===== config.mk =====
export PLATFORM = sky130hd
export DESIGN_NAME = lcd_scanout
export DESIGN_NICKNAME = d
export VERILOG_FILES = /design/src/rtl/lcd_scanout_pkg.sv /design/src/rtl/scanout_fifo.sv /design/src/rtl/lcd_scanout.sv
export SDC_FILE = /design/constraint.sdc
export NUM_CORES = 2
export LEC_CHECK = 0
export ABC_AREA = 1
export CAP_MARGIN = 20
export CORE_MARGIN = 2
export CORE_UTILIZATION = 45
export CTS_CLUSTER_SIZE = 25
export DETAILED_ROUTE_END_ITERATION = 10
export PLACE_DENSITY = 0.62
export SYNTH_ARGS = -nofsm -noshare
export SYNTH_HDL_FRONTEND = slang
export SYNTH_SLANG_ARGS = --single-unit

===== constraint.sdc =====
create_clock -name clock -period 5.3 [get_ports clock]
set_clock_uncertainty 0.05 [all_clocks]
set_input_delay 0.795 -clock clock [delete_from_list [all_inputs] [get_ports clock]]
set_output_delay 0.795 -clock clock [all_outputs]
set_load 0.05 [all_outputs]

===== src/rtl/lcd_scanout_pkg.sv =====
// Shared types and constants for the LCD frame-buffer scanout engine.
// Frame geometry helpers and the colour layout of a stored pixel.
package lcd_scanout_pkg;

  typedef enum logic [2:0] {
    IDLE,
    FETCH,
    DONE,
    DRAIN,
    FLUSH
  } state_t;

  localparam int COLOR_W   = 8;
  localparam int RED_LSB   = 16;
  localparam int GREEN_LSB = 8;
  localparam int BLUE_LSB  = 0;

  function automatic int words(
    input int h,
    input int v,
    input int pw,
    input int dw
  );
    return h * v * pw / dw;
  endfunction

  function automatic int pixels_per_word(
    input int pw,
    input int dw
  );
    return dw / pw;
  endfunction

endpackage


===== src/rtl/scanout_fifo.sv =====
// Single-clock show-ahead FIFO holding prefetched frame-buffer words.
// The head word is visible on rdata whenever the FIFO is not empty.
module scanout_fifo #(
  parameter int WIDTH = 64,
  parameter int DEPTH = 64
) (
  input  logic                     clock,
  input  logic                     reset_n,
  input  logic                     push,
  input  logic                     pop,
  input  logic                     flush,
  input  logic [WIDTH-1:0]         wdata,
  output logic [WIDTH-1:0]         rdata,
  output logic                     empty,
  output logic                     full,
  output logic [$clog2(DEPTH):0]   count
);

  localparam int AW = $clog2(DEPTH);

  logic [WIDTH-1:0] mem [DEPTH];
  logic [AW:0]      wr_ptr;
  logic [AW:0]      rd_ptr;
  logic             do_push;
  logic             do_pop;

  assign count   = wr_ptr - rd_ptr;
  assign empty   = (wr_ptr == rd_ptr);
  assign full    = (count == (AW+1)'(DEPTH));
  assign do_push = push && !full;
  assign do_pop  = pop && !empty;
  assign rdata   = mem[rd_ptr[AW-1:0]];

  always_ff @(posedge clock) begin
    if (do_push) begin
      mem[wr_ptr[AW-1:0]] <= wdata;
    end
  end

  always_ff @(posedge clock or negedge reset_n) begin
    if (!reset_n) begin
      wr_ptr <= '0;
      rd_ptr <= '0;
    end else if (flush) begin
      wr_ptr <= '0;
      rd_ptr <= '0;
    end else begin
      if (do_push) begin
        wr_ptr <= wr_ptr + 1'b1;
      end
      if (do_pop) begin
        rd_ptr <= rd_ptr + 1'b1;
      end
    end
  end

endmodule


===== src/rtl/lcd_scanout.sv =====
// Frame-buffer scanout: burst-prefetches a frame from SDRAM into a FIFO
// and pops registered RGB pixels on LCD ticks during active video.
module lcd_scanout
  import lcd_scanout_pkg::*;
#(
  parameter int H_ACTIVE    = 800,
  parameter int V_ACTIVE    = 480,
  parameter int DATA_WIDTH  = 64,
  parameter int PIXEL_WIDTH = 32,
  parameter int ADDR_WIDTH  = 29,
  parameter int BURST       = 8,
  parameter int FIFO_DEPTH  = 64
) (
  input  logic                  clock,
  input  logic                  reset_n,
  input  logic [ADDR_WIDTH-1:0] frame_base,
  input  logic                  next_frame,
  input  logic                  tick,
  input  logic                  data_enable,
  output logic [ADDR_WIDTH-1:0] address,
  output logic [7:0]            burstcount,
  output logic                  read,
  input  logic                  waitrequest,
  input  logic [DATA_WIDTH-1:0] readdata,
  input  logic                  readdatavalid,
  output logic [7:0]            red,
  output logic [7:0]            green,
  output logic [7:0]            blue,
  output logic                  underflow
);

  localparam int WORDS_N = words(H_ACTIVE, V_ACTIVE, PIXEL_WIDTH, DATA_WIDTH);
  localparam int PPW     = pixels_per_word(PIXEL_WIDTH, DATA_WIDTH);
  localparam int SEL_W   = (PPW > 1) ? $clog2(PPW) : 1;
  localparam int CNT_W   = $clog2(FIFO_DEPTH) + 1;
  localparam int REQ_W   = $clog2(WORDS_N + 1);

  state_t                  state;
  state_t                  state_next;
  logic [ADDR_WIDTH-1:0]   base;
  logic [CNT_W-1:0]        outstanding;
  logic [CNT_W-1:0]        occupancy;
  logic [CNT_W:0]          used;
  logic [REQ_W-1:0]        requested;
  logic [SEL_W-1:0]        pixel_sel;
  logic [DATA_WIDTH-1:0]   head;
  logic                    pend;
  logic                    latch;
  logic                    credit_ok;
  logic                    accept;
  logic                    keep;
  logic                    pop_req;
  logic                    pop_ok;
  logic                    wrap;
  logic                    fifo_empty;
  logic                    fifo_full;
  int                      off;

  // Credit counts words already in the FIFO plus words still in flight.
  assign used       = {1'b0, occupancy} + {1'b0, outstanding};
  assign credit_ok  = (used <= (CNT_W+1)'(FIFO_DEPTH - BURST));
  assign read       = (state == FETCH) && credit_ok;
  assign burstcount = read ? 8'(BURST) : 8'd0;
  assign accept     = read && !waitrequest;
  assign keep       = readdatavalid && (state == FETCH || state == DONE);
  assign pop_req    = tick && data_enable && !next_frame && (state != FLUSH);
  assign pop_ok     = pop_req && !fifo_empty;
  assign wrap       = (pixel_sel == SEL_W'(PPW - 1));
  assign off        = int'(pixel_sel) * PIXEL_WIDTH;

  scanout_fifo #(
    .WIDTH (DATA_WIDTH),
    .DEPTH (FIFO_DEPTH)
  ) u_fifo (
    .clock   (clock),
    .reset_n (reset_n),
    .push    (keep && !fifo_full),
    .pop     (pop_ok && wrap),
    .flush   (state == FLUSH),
    .wdata   (readdata),
    .rdata   (head),
    .empty   (fifo_empty),
    .full    (fifo_full),
    .count   (occupancy)
  );

  always_comb begin
    state_next = state;
    latch      = 1'b0;
    unique case (state)
      IDLE: begin
        if (next_frame) begin
          latch      = 1'b1;
          state_next = FLUSH;
        end
      end
      FETCH: begin
        latch = next_frame;
        // A request stalled by waitrequest must finish before draining.
        if (next_frame || pend) begin
          if (!(read && waitrequest)) begin
            state_next = DRAIN;
          end
        end else if (accept &&
                     requested == REQ_W'(WORDS_N - BURST)) begin
          state_next = DONE;
        end
      end
      DONE: begin
        if (next_frame) begin
          latch      = 1'b1;
          state_next = DRAIN;
        end
      end
      DRAIN: begin
        if (outstanding == '0) begin
          state_next = FLUSH;
        end
      end
      FLUSH: begin
        state_next = FETCH;
      end
      default: begin
        state_next = IDLE;
      end
    endcase
  end

  always_ff @(posedge clock or negedge reset_n) begin
    if (!reset_n) begin
      state       <= IDLE;
      base        <= '0;
      address     <= '0;
      outstanding <= '0;
      requested   <= '0;
      pend        <= 1'b0;
    end else begin
      state <= state_next;
      pend  <= (state == FETCH) && (pend || next_frame) &&
               read && waitrequest;
      if (latch) begin
        base <= frame_base;
      end
      if (state == FLUSH) begin
        address   <= base;
        requested <= '0;
      end else if (accept) begin
        address   <= address + ADDR_WIDTH'(BURST);
        requested <= requested + REQ_W'(BURST);
      end
      outstanding <= outstanding
                   + (accept ? CNT_W'(BURST) : CNT_W'(0))
                   - (readdatavalid ? CNT_W'(1) : CNT_W'(0));
    end
  end

  always_ff @(posedge clock or negedge reset_n) begin
    if (!reset_n) begin
      pixel_sel <= '0;
      red       <= '0;
      green     <= '0;
      blue      <= '0;
      underflow <= 1'b0;
    end else begin
      if (state == FLUSH) begin
        pixel_sel <= '0;
      end else if (pop_ok) begin
        pixel_sel <= wrap ? '0 : pixel_sel + SEL_W'(1);
      end
      if (pop_req && fifo_empty) begin
        red       <= '0;
        green     <= '0;
        blue      <= '0;
        underflow <= 1'b1;
      end else if (pop_ok) begin
        red   <= head[off + RED_LSB   +: COLOR_W];
        green <= head[off + GREEN_LSB +: COLOR_W];
        blue  <= head[off + BLUE_LSB  +: COLOR_W];
      end else if (tick && !data_enable) begin
        red   <= '0;
        green <= '0;
        blue  <= '0;
      end
    end
  end

endmodule


* After elaboration in Yosys (flattened, before gate mapping)
Memory sizes are Yosys's and may differ from the RTL's. Index checks and enable logic that the tools add are counted. Widths: inputs -> output; s select.
Operators by class: muxes and demuxes 32, reductions and logical operators 34, eq/ne operators 13, shift operators 3, add/subtract/negate cells 11, order comparisons 1
Operator list (number):
- $shiftx 64x8->8 | 2
- $shiftx 64x7->8 | 1
- $mux 29 | 2
- $mux 8 | 7
- $mux 18 | 2
- $add 29x4->29 const B | 1
- $mux 7 | 4
- $add 18x4->18 const B | 1
- $eq 18x18->1 const B | 1
- $logic_and 1x1->1 | 18
- $mux 3 | 6
- $pmux 3 s5 | 1
- $add 7x1->7 const B | 2
- $add 7x7->8 | 1
- $le 8x6->1 const B | 1
- $mux 4 | 2
- $reduce_bool 2->1 | 4
- $add 6x4->7 const B | 1
- $add 6x5->7 const B | 1
- $add 7x4->7 | 1
- $eq 7x7->1 | 1
- $eq 7x7->1 const B | 1
- $logic_not 7->1 | 1
- $mux 1 | 7
- 16 further kinds | 25
Storage, ports and cells: register bits 127, input port bits 100, memories 1, RAM bits 4096, output and inout port bits 63
Memories:
- u_fifo.mem | depth 64, bits a word 64, read ports 1, clocked after Yosys merged registers in 0, wr ports 1, RTL line scanout_fifo.sv:21 | logic [WIDTH-1:0] mem [DEPTH];

* Depth between registers and ports, before layout
word-level depth 9, gate-level depth with buffers 33, mapped depth without buffers 29

* Hierarchy
A second synthesis with hierarchy kept.
Second synthesis, totals: cell total of the unflattened synthesis 14747, area total of the unflattened synthesis 172379.1 sq um
By module, submodules not included:
- scanout_fifo | area each 166114.3 sq um, cells an instance 13983, instances 1, sequential area each 123348.3 sq um
- lcd_scanout | area each 6264.8 sq um, cells an instance 764, instances 1, sequential area each 2752.6 sq um

* Least setup slack after synthesis
OpenSTA, ideal clock, no wires.
kind flip-flop to flip-flop, start point register u_fifo.rd_ptr[1], end point memory u_fifo.mem[15][0], enable pin, cell stages (with the launch flop) 20, data arrival time 4612 ps, buffers on the path 6, setup slack 184 ps, cell sequence dfrtp_1 > buf_2 > inv_1 > buf_2 > buf_2 > buf_2 > buf_2 > ha_1 > nand3_1 > nand2_1 > nand2_1 > nand2_1 > nand2_1 > nor2_1 > nand3_1 > nand2_1 > inv_2 > buf_4 > nand2_1 > nor2_1
Between the ends: word-level cells in the longest chain between the ends 7
RTL lines:
- start, declared | RTL line scanout_fifo.sv:23 | logic [AW:0] rd_ptr;
- start signal, assigned | RTL line scanout_fifo.sv:52 | rd_ptr <= rd_ptr + 1'b1;
- $sub 7x7->7 * | RTL line scanout_fifo.sv:27 | assign count = wr_ptr - rd_ptr;
- $eq 7x7->1 * | RTL line scanout_fifo.sv:29 | assign full = (count == (AW+1)'(DEPTH));
- $logic_not 1->1 * | RTL line scanout_fifo.sv:30, lcd_scanout.sv:77
- $logic_and 1x1->1 | RTL line lcd_scanout.sv:77 | .push (keep && !fifo_full),
- $logic_and 1x1->1 * | RTL line scanout_fifo.sv:30 | assign do_push = push && !full;
- $mux 1 * | RTL line scanout_fifo.sv:35 | if (do_push) begin
- $mux 1 (not written as such) * | RTL line scanout_fifo.sv:36 | mem[wr_ptr[AW-1:0]] <= wdata;
- end, declared | RTL line scanout_fifo.sv:21
Mark *: on every way between the ends. The rest lies on a longest branch, timed or not.

* Final worst setup path
start point register u_fifo.wr_ptr[0], end point output port burstcount[3]
Between the ends: word-level cells in the longest chain between the ends 5
RTL lines:
- start, declared | RTL line scanout_fifo.sv:22 | logic [AW:0] wr_ptr;
- start signal, assigned | RTL line scanout_fifo.sv:49 | wr_ptr <= wr_ptr + 1'b1;
- $sub 7x7->7 | RTL line scanout_fifo.sv:27
- $add 7x7->8 | RTL line lcd_scanout.sv:60 | assign used = {1'b0, occupancy} + {1'b0, outstanding};
- $le 8x6->1 | RTL line lcd_scanout.sv:61 | assign credit_ok = (used <= (CNT_W+1)'(FIFO_DEPTH - BURST));
- $logic_and 1x1->1 | RTL line lcd_scanout.sv:62 | assign read = (state == FETCH) && credit_ok;
- $mux 4 | RTL line lcd_scanout.sv:63 | assign burstcount = read ? 8'(BURST) : 8'd0;
- end, declared | RTL line lcd_scanout.sv:21 | output logic [7:0] burstcount,
No other way between the ends.

==> metrics.md <==
| Metric | Value |
|---|---|
| Worst r2r path cells | 12 |
| Flops & latches, synth | roughly 3,200 |
| R2r startpoint | u_fifo.wr_ptr[0] |
| Hold Crit Class | in2reg |
| Total power | between 60 and 70 mW |
| Placed cells | 14,500 |
| Most frequent CP cell | nand2_1 |
| Most frequent cell after synthesis | edfxtp_1 |
| CP arrival | approximately 4 ns |
| Final critical-path required period | roughly 5 ns |
| Post-cts sizing count | 0 |
| Hold Path Depth | 1 |
| Fmax | around 0.2 GHz |
| Post-CTS setup buffers | 0 |
| # H-tree levels | 5 |
| Vias per cell | 5.72 |
| CP max-delay cell | dfrtp_1 |
| Initial core utilization | roughly 45% |
| GRT Total Usage | 25.5% |
| Top cell type's share of synthesized area | 71.0% |
| Share of cells above drive strength 1 | 7.88% |
| Grt total ovfl | 0 |
| Die W | ~540 um |
| Synth cell count leaders | edfxtp_1 (3,072), nor2_1 (2,780), o21ai_0 (1,463), nand2_1 (1,362), nand3_1 (528) |
| Synth Instances | 11,000 |
| Req. time, crit path | 4.45 ns |
| Hold path endpoint | u_fifo.mem[40][1] |
| CP Launch Type | register |
| Critical Path Fanout Max | 8 |
| Number of buffer and inverter stages on the critical path | 5 |
| Clock Tree Buf Depth | 4 |
| Final cell count without fillers | 15,100 |
| Fin crit share | between 90% and 100% |
| DIE AREA | approximately 0.29 mm2 |
| Hold buffers post-CTS | 1 |
| Global-route wire length before repair | 553,000 um |
| Clock root buffer | clkbuf_16 |
| Post-synth ARST share | 3.88% |
| Routed vias | between 80,000 and 90,000 |
| Crit path largest cell delay | about 0.48 ns |
| Remaining DRCs | 0 |
| Initial antenna violation count | 15 |
| Clock Sinks | about 3,200 |
| Netlist cell types | 40 |
| Antenna viol nets, final | 0 |
| Pre-antenna DRT Iters | 9 |
| Hold Fails Final Rpt | 0 |
| Hold Path Origin | readdata[1] |
| Most used DFF post-synth | edfxtp_1 |
| Cell Area, Synth | approximately 0.13 mm2 |
| Area of the core | around 0.29 mm2 |
| Setup TNS Final | 0 ns |
| Clock transition at path regs | 0.06 ns |
| Fin. max-slew vios | 0 |
| DRT iter0 DRCs | roughly 11,000 |
| Vias in the first global route | 81,800 |
| Largest net degree at the start of global routing | between 200 and 250 |
| Mapped Avg Cell Area | about 12 um2 |
| Hold_ws | ~0.23 ns |
| P&R area growth vs syn | 13.0% |
| Pin slew with the least headroom to its limit | around 1.3 ns |
| Height of the die | 542 um |
| Peak VDD IR | 379 uV |
| Routed WL per cell | approximately 25 um |
| RSZ-0062 raised after global routing | no |
| FF-to-FF End | u_fifo.mem[47][21] |
| CTS Buf Count | between 300 and 400 |
| Final design utilization | between 50% and 60% |
| Cell Pwr Density | about 420 mW/mm2 |
| Later-pin clock latency in the skew report | between 0.8 and 0.9 ns |
| FF-to-FF setup slack | approximately 0.4 ns |
| Routed wire length | 383,000 um |
| Worst path cell trace | inv_1 > ha_1 > fa_1 > o21ai_1 > nand2_1 > nand2_1 > xor2_1 > ha_1 > nand2_1 > inv_1 > nor3_1 > nand2_1 > inv_1 > nand2_1 > nor2_2 > buf_4 > buf_12 |
| Net count reported at finish | 11,200 |
| Pleak | between 50 and 60 nW |
| Max-cap violations | 0 |
| Dpl hpwl | between 150,000 and 200,000 um |
| Post-synthesis sequential area ratio | roughly 73% |
| CP Class | reg2out |
| Ports | around 160 |
| EDFF count, synth | 3,072 |
| Yosys warns | 0 |
| Slew HR | between 10 and 15% |
| RD Place Congestion | slightly above 0.8 |
| CTS tree | yes |
| Top cells by area, synth | edfxtp_1 (71%), nor2_1 (8.0%), o21ai_0 (5.6%) |
| Critical path capture point type | primary output |
| Outcome | finished, final reports clean |
| Std-Cell Rows | 197 |
| CP delay by family, top | adder cells |
| PortBufs | between 100 and 150 |
| Setup-failing EPs final | 0 |
| Synth area leader | edfxtp_1 |
worst max path at each step:
stage	startpoint	end	slack, ns	depth (start not counted)
final	u_fifo.wr_ptr[0]	burstcount[3]	0.34	17
after global routing	u_fifo.wr_ptr[0]	read	0.01	17
after CTS	u_fifo.wr_ptr[0]	burstcount[3]	0.30	17
after detailed placement	u_fifo.wr_ptr[0]	u_fifo.mem[47][8]	0.55	12
after global placement	u_fifo.wr_ptr[0]	outstanding[6]	0.41	25
after floorplan	u_fifo.rd_ptr[1]	u_fifo.mem[15][0]	0.18	19
kinds of logic (layout without fill, tap and decap cells):
group           after synthesis  after routing  share of synthesized area, %
buf+inv                     953           1267                          3.16
fa+ha+maj                    29             29                         0.296
xor+xnor                     50             50                         0.337
mux                          25             25                         0.217
other cells                   1             12                       0.00288
flops                      3196           3196                          73.3
simple gates               4734           4734                          14.3
compound gates             2038           2038                          8.35
placed cells by master (no fill, tap or decap), drive strengths merged:
master,count
clkinv,195
nand4,13
a21boi,1
o21ai,1644
o21bai,1
dlygate4sd3,1
nor4,3
nand2,1365
inv,225
a41oi,1
o211ai,242
bufinv,27
edfxtp,3072
diode,5
or2,22
a21oi,113
conb,7
nor2,2782
clkdlybuf4s50,88
dfrtp,124
o22ai,23
nand3,528
clkbuf,412
xor2,41
buf,313
fa,3
mux2,25
a31oi,12
a22oi,1
ha,26
xnor2,9
nor3,18
nand3b,2
clkinvlp,6
nor3b,1
stage by stage:
step | worst slack (ns) | area [um2]
final | 0.342 | 147000
after global routing | 0.0137 | 147000
after global placement | 0.415 | 136000
after CTS | 0.304 | 147000
after detailed placement | 0.548 | 136000
after floorplan | 0.184 | 130000
state kept, by name, indices dropped and copies added (netlist names), 3 cells and up:
signal	flops
outstanding	7
requested	15
u_fifo.mem	3072
blue	8
base	29
u_fifo.wr_ptr	7
u_fifo.rd_ptr	7
red	8
address	29
green	8
state	3
report_power, final:
part / internal, mW / switching [mW] / total (mW)
Sequential: 28.2 / 0.465 / 28.7
Combinational: 2.91 / 7.43 / 10.3
Clock: 13.1 / 9.60 / 22.7
Total: 44.2 / 17.5 / 61.7
layer usage:
| metal | track usage [%] | part of all wire [%] | vias to the layer above |
|---|---|---|---|
| li1 | - | - | 38800 |
| met1 | 35.1 | 40 | 42700 |
| met2 | 40.7 | 47 | 4388 |
| met3 | 3.89 | 9.3 | 681 |
| met4 | 9.75 | 3.8 | 10 |
| met5 | 0 | 0.015 | - |
area by class of cell:
class / instances / area [um2]
diodes: 5 / 12.5
clock buffers: 412 / 8840
clock inverters: 177 / 1580
fillers: 24100 / 141000
inverters: 276 / 1080
multi-input cells: 6883 / 31100
flip-flops and latches: 3196 / 95400
well taps: 3781 / 4730
repair buffers: 402 / 4150
(Power assumes the default switching activity.)
